`src/rtl/nco_phase_to_amplitude_pkg.sv`:
```
// ============================================================================
// nco_phase_to_amplitude_pkg : shared NCO constants and quarter-sine table math
// Rev 1.0
// ============================================================================
`default_nettype none

package nco_phase_to_amplitude_pkg;

  localparam logic        NCO_RST_ACTIVE = 1'b1;
  localparam int unsigned NCO_PHASE_W    = 32;
  localparam int unsigned NCO_ADDR_W     = 8;
  localparam int unsigned NCO_AMP_W      = 16;

  localparam int unsigned SINE_FRAC_W = 60;
  // pi scaled by 2^60, taken from the hex expansion 3.243F6A8885A308D3...
  localparam logic [127:0] SINE_PI_FP = 128'h3243F6A8885A308D;

  // round((2^(amp_w-1)-1) * sin(pi/2 * (idx+0.5) / 2^addr_w)) in integer-only
  // fixed point, so the table is a pure elaboration-time constant.
  function automatic logic [127:0] quarter_sine_entry(
    input int unsigned idx,
    input int unsigned addr_w,
    input int unsigned amp_w
  );
    logic [127:0] x;
    logic [127:0] x2;
    logic [127:0] term;
    logic [127:0] acc;
    logic [127:0] amp_max;
    x    = (SINE_PI_FP * 128'(2 * idx + 1)) >> (addr_w + 2);
    x2   = (x * x) >> SINE_FRAC_W;
    term = x;
    acc  = x;
    for (int n = 3; n <= 27; n += 2) begin
      term = ((term * x2) >> SINE_FRAC_W) / 128'(n * (n - 1));
      if ((((n - 1) / 2) % 2) == 1) begin
        acc = acc - term;
      end else begin
        acc = acc + term;
      end
    end
    amp_max = (128'd1 << (amp_w - 1)) - 128'd1;
    return (acc * amp_max + (128'd1 << (SINE_FRAC_W - 1))) >> SINE_FRAC_W;
  endfunction

endpackage

`default_nettype wire

```
`src/rtl/nco_phase_to_amplitude_rom.sv`:
```
// ============================================================================
// nco_quarter_sine_rom : quarter-wave sine ROM, synchronous read, 1-cycle latency
// Rev 1.0
// ============================================================================
`default_nettype none

module nco_quarter_sine_rom
  import nco_phase_to_amplitude_pkg::*;
#(
  parameter int unsigned ADDR_W = NCO_ADDR_W,
  parameter int unsigned DATA_W = NCO_AMP_W - 1
) (
  input  logic              clk,
  input  logic              en_i,
  input  logic [ADDR_W-1:0] addr_i,
  output logic [DATA_W-1:0] data_o
);

  localparam int unsigned DEPTH = 2 ** ADDR_W;

  logic [DATA_W-1:0] rom_table [DEPTH];
  logic [DATA_W-1:0] data_q;

  for (genvar gi = 0; gi < DEPTH; gi++) begin : g_entry
    localparam logic [127:0] C_VAL = quarter_sine_entry(gi, ADDR_W, DATA_W + 1);
    assign rom_table[gi] = C_VAL[DATA_W-1:0];
  end

  // No reset: contents are constant and the read register is qualified downstream.
  always_ff @(posedge clk) begin
    if (en_i) begin
      data_q <= rom_table[addr_i];
    end
  end

  assign data_o = data_q;

endmodule

`default_nettype wire

```
`src/rtl/nco_phase_to_amplitude.sv`:
```
// ============================================================================
// nco_phase_to_amplitude : 3-stage phase-to-sine converter using a quarter-wave ROM
// Rev 1.0
// ============================================================================
`default_nettype none

module nco_phase_to_amplitude
  import nco_phase_to_amplitude_pkg::*;
#(
  parameter int unsigned PHASE_W = NCO_PHASE_W,
  parameter int unsigned ADDR_W  = NCO_ADDR_W,
  parameter int unsigned AMP_W   = NCO_AMP_W
) (
  input  logic                      clk,
  input  logic                      rst,
  input  logic signed [PHASE_W-1:0] lut_index_i,
  input  logic                      valid_i,
  output logic signed [AMP_W-1:0]   sample_o,
  output logic                      valid_o
);

  logic [1:0]              quad;
  logic [ADDR_W-1:0]       offset;
  logic [ADDR_W-1:0]       addr_d;
  logic [ADDR_W-1:0]       addr_q;
  logic                    sign1_q;
  logic                    valid1_q;
  logic                    sign2_q;
  logic                    valid2_q;
  logic                    valid3_q;
  logic [AMP_W-2:0]        rom_data;
  logic signed [AMP_W-1:0] mag;
  logic signed [AMP_W-1:0] sample_d;
  logic signed [AMP_W-1:0] sample_q;

  assign quad   = lut_index_i[PHASE_W-1 -: 2];
  assign offset = lut_index_i[PHASE_W-3 -: ADDR_W];
  // Odd quadrants run the quarter wave backwards.
  assign addr_d = quad[0] ? ~offset : offset;

  if (PHASE_W > ADDR_W + 2) begin : g_trunc
    logic unused_lsbs;
    assign unused_lsbs = ^lut_index_i[PHASE_W-3-ADDR_W:0];
  end

  always_ff @(posedge clk) begin
    if (rst == NCO_RST_ACTIVE) begin
      valid1_q <= 1'b0;
    end else begin
      valid1_q <= valid_i;
    end
    if (valid_i) begin
      addr_q  <= addr_d;
      sign1_q <= quad[1];
    end
  end

  nco_quarter_sine_rom #(
    .ADDR_W (ADDR_W),
    .DATA_W (AMP_W - 1)
  ) u_rom (
    .clk    (clk),
    .en_i   (valid1_q),
    .addr_i (addr_q),
    .data_o (rom_data)
  );

  always_ff @(posedge clk) begin
    if (rst == NCO_RST_ACTIVE) begin
      valid2_q <= 1'b0;
    end else begin
      valid2_q <= valid1_q;
    end
    if (valid1_q) begin
      sign2_q <= sign1_q;
    end
  end

  // Zero-extended magnitude never reaches -2^(AMP_W-1), so negation cannot overflow.
  assign mag      = $signed({1'b0, rom_data});
  assign sample_d = sign2_q ? -mag : mag;

  always_ff @(posedge clk) begin
    if (rst == NCO_RST_ACTIVE) begin
      valid3_q <= 1'b0;
      sample_q <= '0;
    end else begin
      valid3_q <= valid2_q;
      if (valid2_q) begin
        sample_q <= sample_d;
      end
    end
  end

  assign sample_o = sample_q;
  assign valid_o  = valid3_q;

endmodule

`default_nettype wire

```
`config.mk`:
```
export PLATFORM = sky130hd
export DESIGN_NAME = nco_phase_to_amplitude
export DESIGN_NICKNAME = d
export VERILOG_FILES = /design/src/rtl/nco_phase_to_amplitude_pkg.sv /design/src/rtl/nco_phase_to_amplitude_rom.sv /design/src/rtl/nco_phase_to_amplitude.sv
export SDC_FILE = /design/constraint.sdc
export NUM_CORES = 1
export LEC_CHECK = 0
export BUFFER_PORTS_ARGS = -buffer_cell sky130_fd_sc_hd__buf_2
export CAP_MARGIN = 20
export CORE_ASPECT_RATIO = 1.75
export CORE_UTILIZATION = 28
export DETAILED_ROUTE_END_ITERATION = 12
export PLACE_DENSITY = 0.5
export SYNTH_ARGS = -nofsm -noshare
export SYNTH_HDL_FRONTEND = slang
export SYNTH_SLANG_ARGS = --single-unit
```
`constraint.sdc`:
```
create_clock -name clk -period 4.37 [get_ports clk]
set_clock_uncertainty 0.2 [all_clocks]
set_input_delay 0.437 -clock clk [delete_from_list [all_inputs] [get_ports clk]]
set_output_delay 0.437 -clock clk [all_outputs]
set_load 0.02 [all_outputs]
```
**Word-level counts from Yosys, hierarchy flattened**

Memories as Yosys holds them, arrays and structs flattened. A register that Yosys moved wholly into a read port is not among the register bits.
Cells that the tools add are included.

- Memories kept: 1
- Register bits after elaboration: 29
- Input bits: 35
- Memory bits (read-only): 3840
- Word-level logic and storage cells: 13
- Output and inout bits: 17

- Add/sub/neg operators: 1
- Mux-type cells: 2
- Bitwise logic cells: 2

Memory list:

| name | words | width | rd ports | clocked after memory_dff | write ports | RTL line | text |
|---|---|---|---|---|---|---|---|
| (name not given) | 256 | 15 | 1 | 1 | 0 | nco_phase_to_amplitude_rom.sv:32 | `data_q <= rom_table[addr_i];` |

Operators with widths:

| operator | count |
|---|---|
| $mux W16 | 1 |
| $neg A15 Y16 | 1 |
| $not A8 Y9 | 1 |
| $mux W8 | 1 |
| $not A8 Y8 | 1 |

**Depth between registers and ports, before layout**

Gate-level depths: netlist of the first run.

- Depth after elaboration: 2
- Depth in mapped cells: 11
- Depth with buffers taken out: 8

**Hierarchy**

Synthesis of the first run repeated with hierarchy kept, for this count alone.

- Cell total of the unflattened synthesis: 846
- Area, all modules: 5970.7 µm²

By module, submodules not included:

| module | sequential area each (µm²) | cells an instance | area each (µm²) | times used |
|---|---|---|---|---|
| nco_quarter_sine_rom | 450.4 | 719 | 4648.2 | 1 |
| nco_phase_to_amplitude | 680.7 | 127 | 1322.5 | 1 |

**Worst setup path before layout of the first run**

OpenSTA, ideal clock, no wires.

- Path type: flip-flop to flip-flop
- Start: register addr_q[0]
- End: register u_rom.data_q[8] (netlist: u_rom.data_o[8]), data pin
- Path buffers: 3
- Arrival time: 2.670 ns
- Slack: 1.341 ns
- Setup time: 0.158 ns
- Required time: 4.012 ns
- Clock period less this slack: 3.029 ns
- Stages on the path, launching flop included: 11
- Cell sequence: edfxtp_1 > buf_2 > buf_2 > inv_1 > ha_1 > clkbuf_1 > and2b_1 > nor2_1 > mux4_2 > o21a_1 > a211oi_2

- Word-level cells in the longest chain between the ends: 1

RTL lines:

| what | RTL line | text |
|---|---|---|
| from (decl) | nco_phase_to_amplitude.sv:25 | `logic [ADDR_W-1:0] addr_q;` |
| from (signal assigned) | nco_phase_to_amplitude.sv:53 | `addr_q <= addr_d;` |
| $not A8 Y9 (not written as such) | nco_phase_to_amplitude_rom.sv:32 |  |
| to (decl) | nco_phase_to_amplitude_rom.sv:22 | `logic [DATA_W-1:0] data_q;` |

No other way between the ends.
A chain may end at the register's enable or synchronous reset.

**Worst setup path in the final report of the first run**

- Start: register addr_q[1]
- End: register u_rom.data_q[8] (netlist: u_rom.data_o[8]), data pin

The elaborated chain is that of the path after synthesis.

==> reports/results.tsv, run 1 <==
metric	value	unit
p_int	1.16	mW
p_sw	1.10	mW
cellLeakagePower	2.39	nW
synth_ff_type	edfxtp_1	
synth_edf_count	25	
seqPwrFrac	0.235	
status	finished, final reports clean	
end_kind	register	
port_buffers	29	
cp.arrival	3.22	ns
cp-endpoint	u_rom.data_o[8]$_DFFE_PP_	
cts.clk_slew.worst_paths	0.07	ns
synth_compound_area_frac	0.374	
overflow	0	
syn_area_per_cell	7.10	µm²
p_sw_frac	0.486	
layout_common_cells	82 x a21oi_1, 75 x nand2_1, 69 x nor2_1	
vdd_drop_max	0.183	mV
area_delta_synth_final	9.27	%
gp_congestion	1.03	
grt_max_degree	112	
holdCritPathClass	primary input to register	
antenna_found_initial	0	
syn_inst	863	
final_util	0.311	
nets	900	
final_max_slew_viol_count	0	
power.density	338	nW/µm²
async_flop_share	0	
dieArea	22500	µm²
numCtsBuffers	5	
max_freq	0.294	GHz
r2r-end	u_rom.data_o[8]$_DFFE_PP_	
final_common_cell	a21oi_1	
post_drt_via_cell_ratio	6.43	
drt_pass1_iterations	5	
reg2reg_depth	7	
start_util	0.285	
postCtsSetupRepairBufs	0	
synthAdderAreaFrac	0.0347	
pwr-share-clk	0.184	
tns	0	ns
max_stage_delay	0.59	ns
grt_pass1_wl	45.8	mm
netlist_area	6130	µm²
routed_wl	31.2	mm
io_pins	52	
drc	0	
layout-drive-gt1-share	0.131	
grt_usage	0.280	
syn_nets	915	
ys_types	76	
final_antenna_net_count	0	
synthSimpleGateAreaFrac	0.261	
cp_slowest_cell	ha_1	
post_cts_resized	0	
cts_tree	done	
coreArea	21500	µm²
drt-initial-drc-count	1020	
cap_violations	0	
clk_path_buf_depth	2	
yosysSeqAreaShare	0.185	
synth_top_family_by_area	compound AO/OA/AOI/OAI gates	
hold_viol	0	
die_w	114	µm
cts_sinks	44	
holdWs	0.112	ns
antenna_cells	0	
setup_viol	0	
synth.area.mux_share	0.0210	
hold_buffers	0	
r2r_slack	0.97	ns
grt_setup_unrepaired	no	
synth-seq-cells	44	
critical_path.startpoint	addr_q[1]$_DFFE_PP_	
critPathLaunchType	register	
vias	7342	
post-dp-hpwl	22.6	mm
ys_warn_count	0	
h-tree-depth	2	
grt_pass1_vias	6798	
min_period_over_period	0.779	
path_cells	inv_1 -> ha_1 -> nand2b_1 -> a31oi_1 -> o21ai_0 -> nor4_1 -> a211oi_2	
critPathKind	register to register	
routedWlPerCell	27.3	µm
worstPathMaxFanout	16	
r2r-start	addr_q[1]$_DFFE_PP_	
required	4.19	ns
worstMarginPinSlew	0.981	ns
num_rows	71	
clk_latency	0.30	ns
die_y	198	µm
nFillCells	2373	
synth_xor_area_frac	0.0357	
root_buffer	clkbuf_16	
comb_power_share	0.581	
period_needed	3.40	ns
relSlewSlack	0.345	
## through the flow
step                      power [mW]  area (µm²)  worst slack (ns)  cells
after floorplan                 1.36        6130              1.34    863
after global placement          1.81        6540              1.05   1133
after detailed placement        1.79        6540              1.15   1133
after CTS                       2.21        6690              1.13   1141
after global routing            2.36        6690             0.850   1141
final                           2.26        6690             0.967   1141
## worst min-delay path by stage
stage                       from  slack, ns                 to  cells after the start
2_1_floorplan  sign1_q$_DFFE_PP_       0.20  sign2_q$_DFFE_PP_                      0
3_3_place_gp   sign1_q$_DFFE_PP_       0.21  sign2_q$_DFFE_PP_                      0
3_5_place_dp   sign1_q$_DFFE_PP_       0.21  sign2_q$_DFFE_PP_                      0
4_1_cts          lut_index_i[31]       0.11  sign1_q$_DFFE_PP_                      1
5_1_grt          lut_index_i[31]       0.11  sign1_q$_DFFE_PP_                      1
6_report         lut_index_i[31]       0.11  sign1_q$_DFFE_PP_                      1
## synth_stat cells, drive strengths merged, types with 21 or more instances
cell type  number  area [µm²]
nand2b         36         225
a21oi          83         419
buf            55         333
nand3          29         145
clkbuf         44         166
edfxtp         25         751
nand2          75         282
nor2           72         278
o21ai          63         315
nor2b          32         208
xor2           21         184
a211oi         37         283
nor3           33         170
## logic make-up after synthesis
kind of cell,after synthesis
buffers and inverters,110
adders and majority gates,17
and+or+nand+nor,321
AOI/OAI and AO/OA,337
muxes,9
xor gates and xnor gates,25
DFF,44
## state kept, by name (all words and copies together), names as in the netlist
register      count
addr_q            8
sample_o         16
sign1_q           1
sign2_q           1
u_rom.data_o     15
valid1_q          1
valid2_q          1
valid_o           1
## layout make-up
type                            instances  area, µm²  area share
Clock buffer                            7        154      0.0230
Clock inverter                          1       5.00    0.000748
Inverter                               11       41.3     0.00617
Multi-Input combinational cell        709       4450       0.665
Sequential cell                        44       1130       0.169
Tap cell                              292        365      0.0546
Timing Repair Buffer                   77        543      0.0811
## power by group through the flow
stage               combinational (mW)  sequential [mW]  clock (mW)
CTS                               1.25            0.531       0.425
global placement                  1.27            0.540           0
global route                      1.38            0.539       0.445
floorplan                        0.826            0.535           0
detailed placement                1.25            0.540           0
finish                            1.31            0.532       0.416
## layer usage
metal,up-vias,part of all wire,track usage
met1,3413,0.34,0.303
met3,172,0.074,0.0405
met2,529,0.48,0.477
li1,3228,-,-
met5,-,0,0
met4,0,0.11,0.236
## worst max-delay path, delay by kind of cell, from the launching register on
family / cells / cell delay [ns]
DFF: 1 / 0.38
AOI/OAI and AO/OA: 3 / 0.63
and+or+nand+nor: 2 / 0.97
buffers and inverters: 1 / 0.35
adders and majority gates: 1 / 0.59
Power figures use the tool's default switching activity.
==> run 2: changes to the inputs <==
- clock period: 4.37 -> 3.4 ns (I/O delays scaled with it)
==> run 2 against run 1 <==
Compared with the run above: worst hold slack got worse by 0.10 ns; highest routed layer unchanged; largest cell class unchanged; sequential power increased by 28%; die area unchanged; routed wire length increased by 7.0%; cell count increased by 2.5%.
==> reports/results.tsv, run 2 (synthesis gave the netlist of run 1 again) <==
metric	value	unit
grt_pass1_wl	48.5	mm
worstPathMaxFanout	6	
routed_wl	33.4	mm
cts.clk_slew.worst_paths	0.07	ns
nFillCells	2398	
max_freq	0.307	GHz
pre_cts_slack	0.314	ns
setup_viol	0	
io_pins	52	
area_delta_synth_final	13.0	%
post_drt_via_cell_ratio	6.41	
grt_usage	0.301	
cap_violations	0	
cts_tree	done	
antenna_cells	0	
num_rows	71	
relSlewSlack	0.481	
grt_max_degree	72	
drt_pass1_iterations	6	
r2r-end	u_rom.data_o[4]$_DFFE_PP_	
start_util	0.285	
pwr-share-clk	0.187	
routedWlPerCell	28.5	µm
coreArea	21500	µm²
comb_power_share	0.589	
cp.arrival	3.12	ns
p_sw_frac	0.490	
final_common_cell	a21oi_1	
clk_latency	0.31	ns
r2r-start	addr_q[1]$_DFFE_PP_	
p_sw	1.49	mW
layout-drive-gt1-share	0.159	
numCtsBuffers	5	
critical_path.startpoint	addr_q[1]$_DFFE_PP_	
postCtsSetupRepairBufs	0	
holdCritPathClass	primary input to register	
gp_congestion	1.06	
dieArea	22500	µm²
tns	0	ns
final_antenna_net_count	0	
cts_sinks	44	
nets	929	
grt_setup_unrepaired	no	
r2r_slack	0.14	ns
die_w	114	µm
power.total	3.04	mW
min_period_over_period	0.959	
clk_path_buf_depth	2	
post-dp-hpwl	24.3	mm
final_util	0.322	
port_buffers	29	
vias	7501	
p_int	1.55	mW
power.density	439	nW/µm²
period_needed	3.26	ns
seqPwrFrac	0.225	
die_y	198	µm
worstMarginPinSlew	0.778	ns
status	finished, final reports clean	
holdWs	0.00810	ns
required	3.26	ns
hold_viol	0	
drt-initial-drc-count	1027	
end_kind	register	
final_max_slew_viol_count	0	
overflow	0	
root_buffer	clkbuf_16	
layout_common_cells	82 x a21oi_1, 75 x nand2_1, 73 x buf_4	
cellLeakagePower	2.54	nW
cp-endpoint	u_rom.data_o[4]$_DFFE_PP_	
drc	0	
largest_reg_flops	16	
layout_setup_ws	0.139	ns
critPathLaunchType	register	
antenna_found_initial	0	
vdd_drop_max	0.217	mV
grt_pass1_vias	7044	
critPathKind	register to register	
h-tree-depth	2	
reg2reg_depth	8	
hold_buffers	0	
## run 2: cell count changes in the layout (fill, tap and decap cells not counted), sizes merged
cell,change
buf,+29
## run 2: critical path, stage by stage (launching register included)
cell and delay (ns):
edfxtp_1 0.43, inv_1 0.10, ha_1 0.55, nand2b_1 0.33, a21oi_1 0.10, a31oi_1 0.56
o211a_1 0.26, a21oi_1 0.17, a32o_1 0.29
## run 2: worst min-delay path by stage
stage                           start           endpoint  cells after the start  slack (ns)
floorplan           sign1_q$_DFFE_PP_  sign2_q$_DFFE_PP_                      0        0.20
global placement    sign1_q$_DFFE_PP_  sign2_q$_DFFE_PP_                      0        0.21
detailed placement  sign1_q$_DFFE_PP_  sign2_q$_DFFE_PP_                      0        0.21
CTS                   lut_index_i[31]  sign1_q$_DFFE_PP_                      1       0.002
global route          lut_index_i[31]  sign1_q$_DFFE_PP_                      1       0.007
finish                lut_index_i[31]  sign1_q$_DFFE_PP_                      1       0.008
## run 2: power groups by stage
| stage | registers [mW] | clock network, mW | logic (mW) |
|---|---|---|---|
| finish | 0.683 | 0.568 | 1.79 |
| detailed placement | 0.694 | 0 | 1.70 |
| floorplan | 0.688 | 0 | 1.06 |
| CTS | 0.682 | 0.577 | 1.71 |
| global route | 0.691 | 0.599 | 1.88 |
| global placement | 0.693 | 0 | 1.73 |
## run 2: final cells by class
class,count,area [µm²],share of cell area
multi-input cells,709,4450,0.643
flip-flops and latches,44,1130,0.163
repair buffers,106,773,0.112
well taps,292,365,0.0528
clock buffers,7,154,0.0222
inverters,11,41.3,0.00596
clock inverters,1,5.00,0.000723
## run 2: what timing repair did
item                                   CTS  global route
gates resized for setup                  0             1
endpoints found under the hold margin    0             0
setup endpoints to repair                0             1
## run 2: metal layers
metal | up-vias | GRT usage | part of all wire
li1 | 3290 | - | -
met1 | 3484 | 0.318 | 0.33
met2 | 559 | 0.526 | 0.49
met3 | 168 | 0.0506 | 0.083
met4 | 0 | 0.237 | 0.095
met5 | - | 0 | 0
## run 2: stage by stage
| stage | instances | instance area [µm²] |
|---|---|---|
| after floorplan | 863 | 6130 |
| after global placement | 1162 | 6770 |
| after detailed placement | 1162 | 6770 |
| after CTS | 1170 | 6920 |
| after global routing | 1170 | 6920 |
| final | 1170 | 6920 |
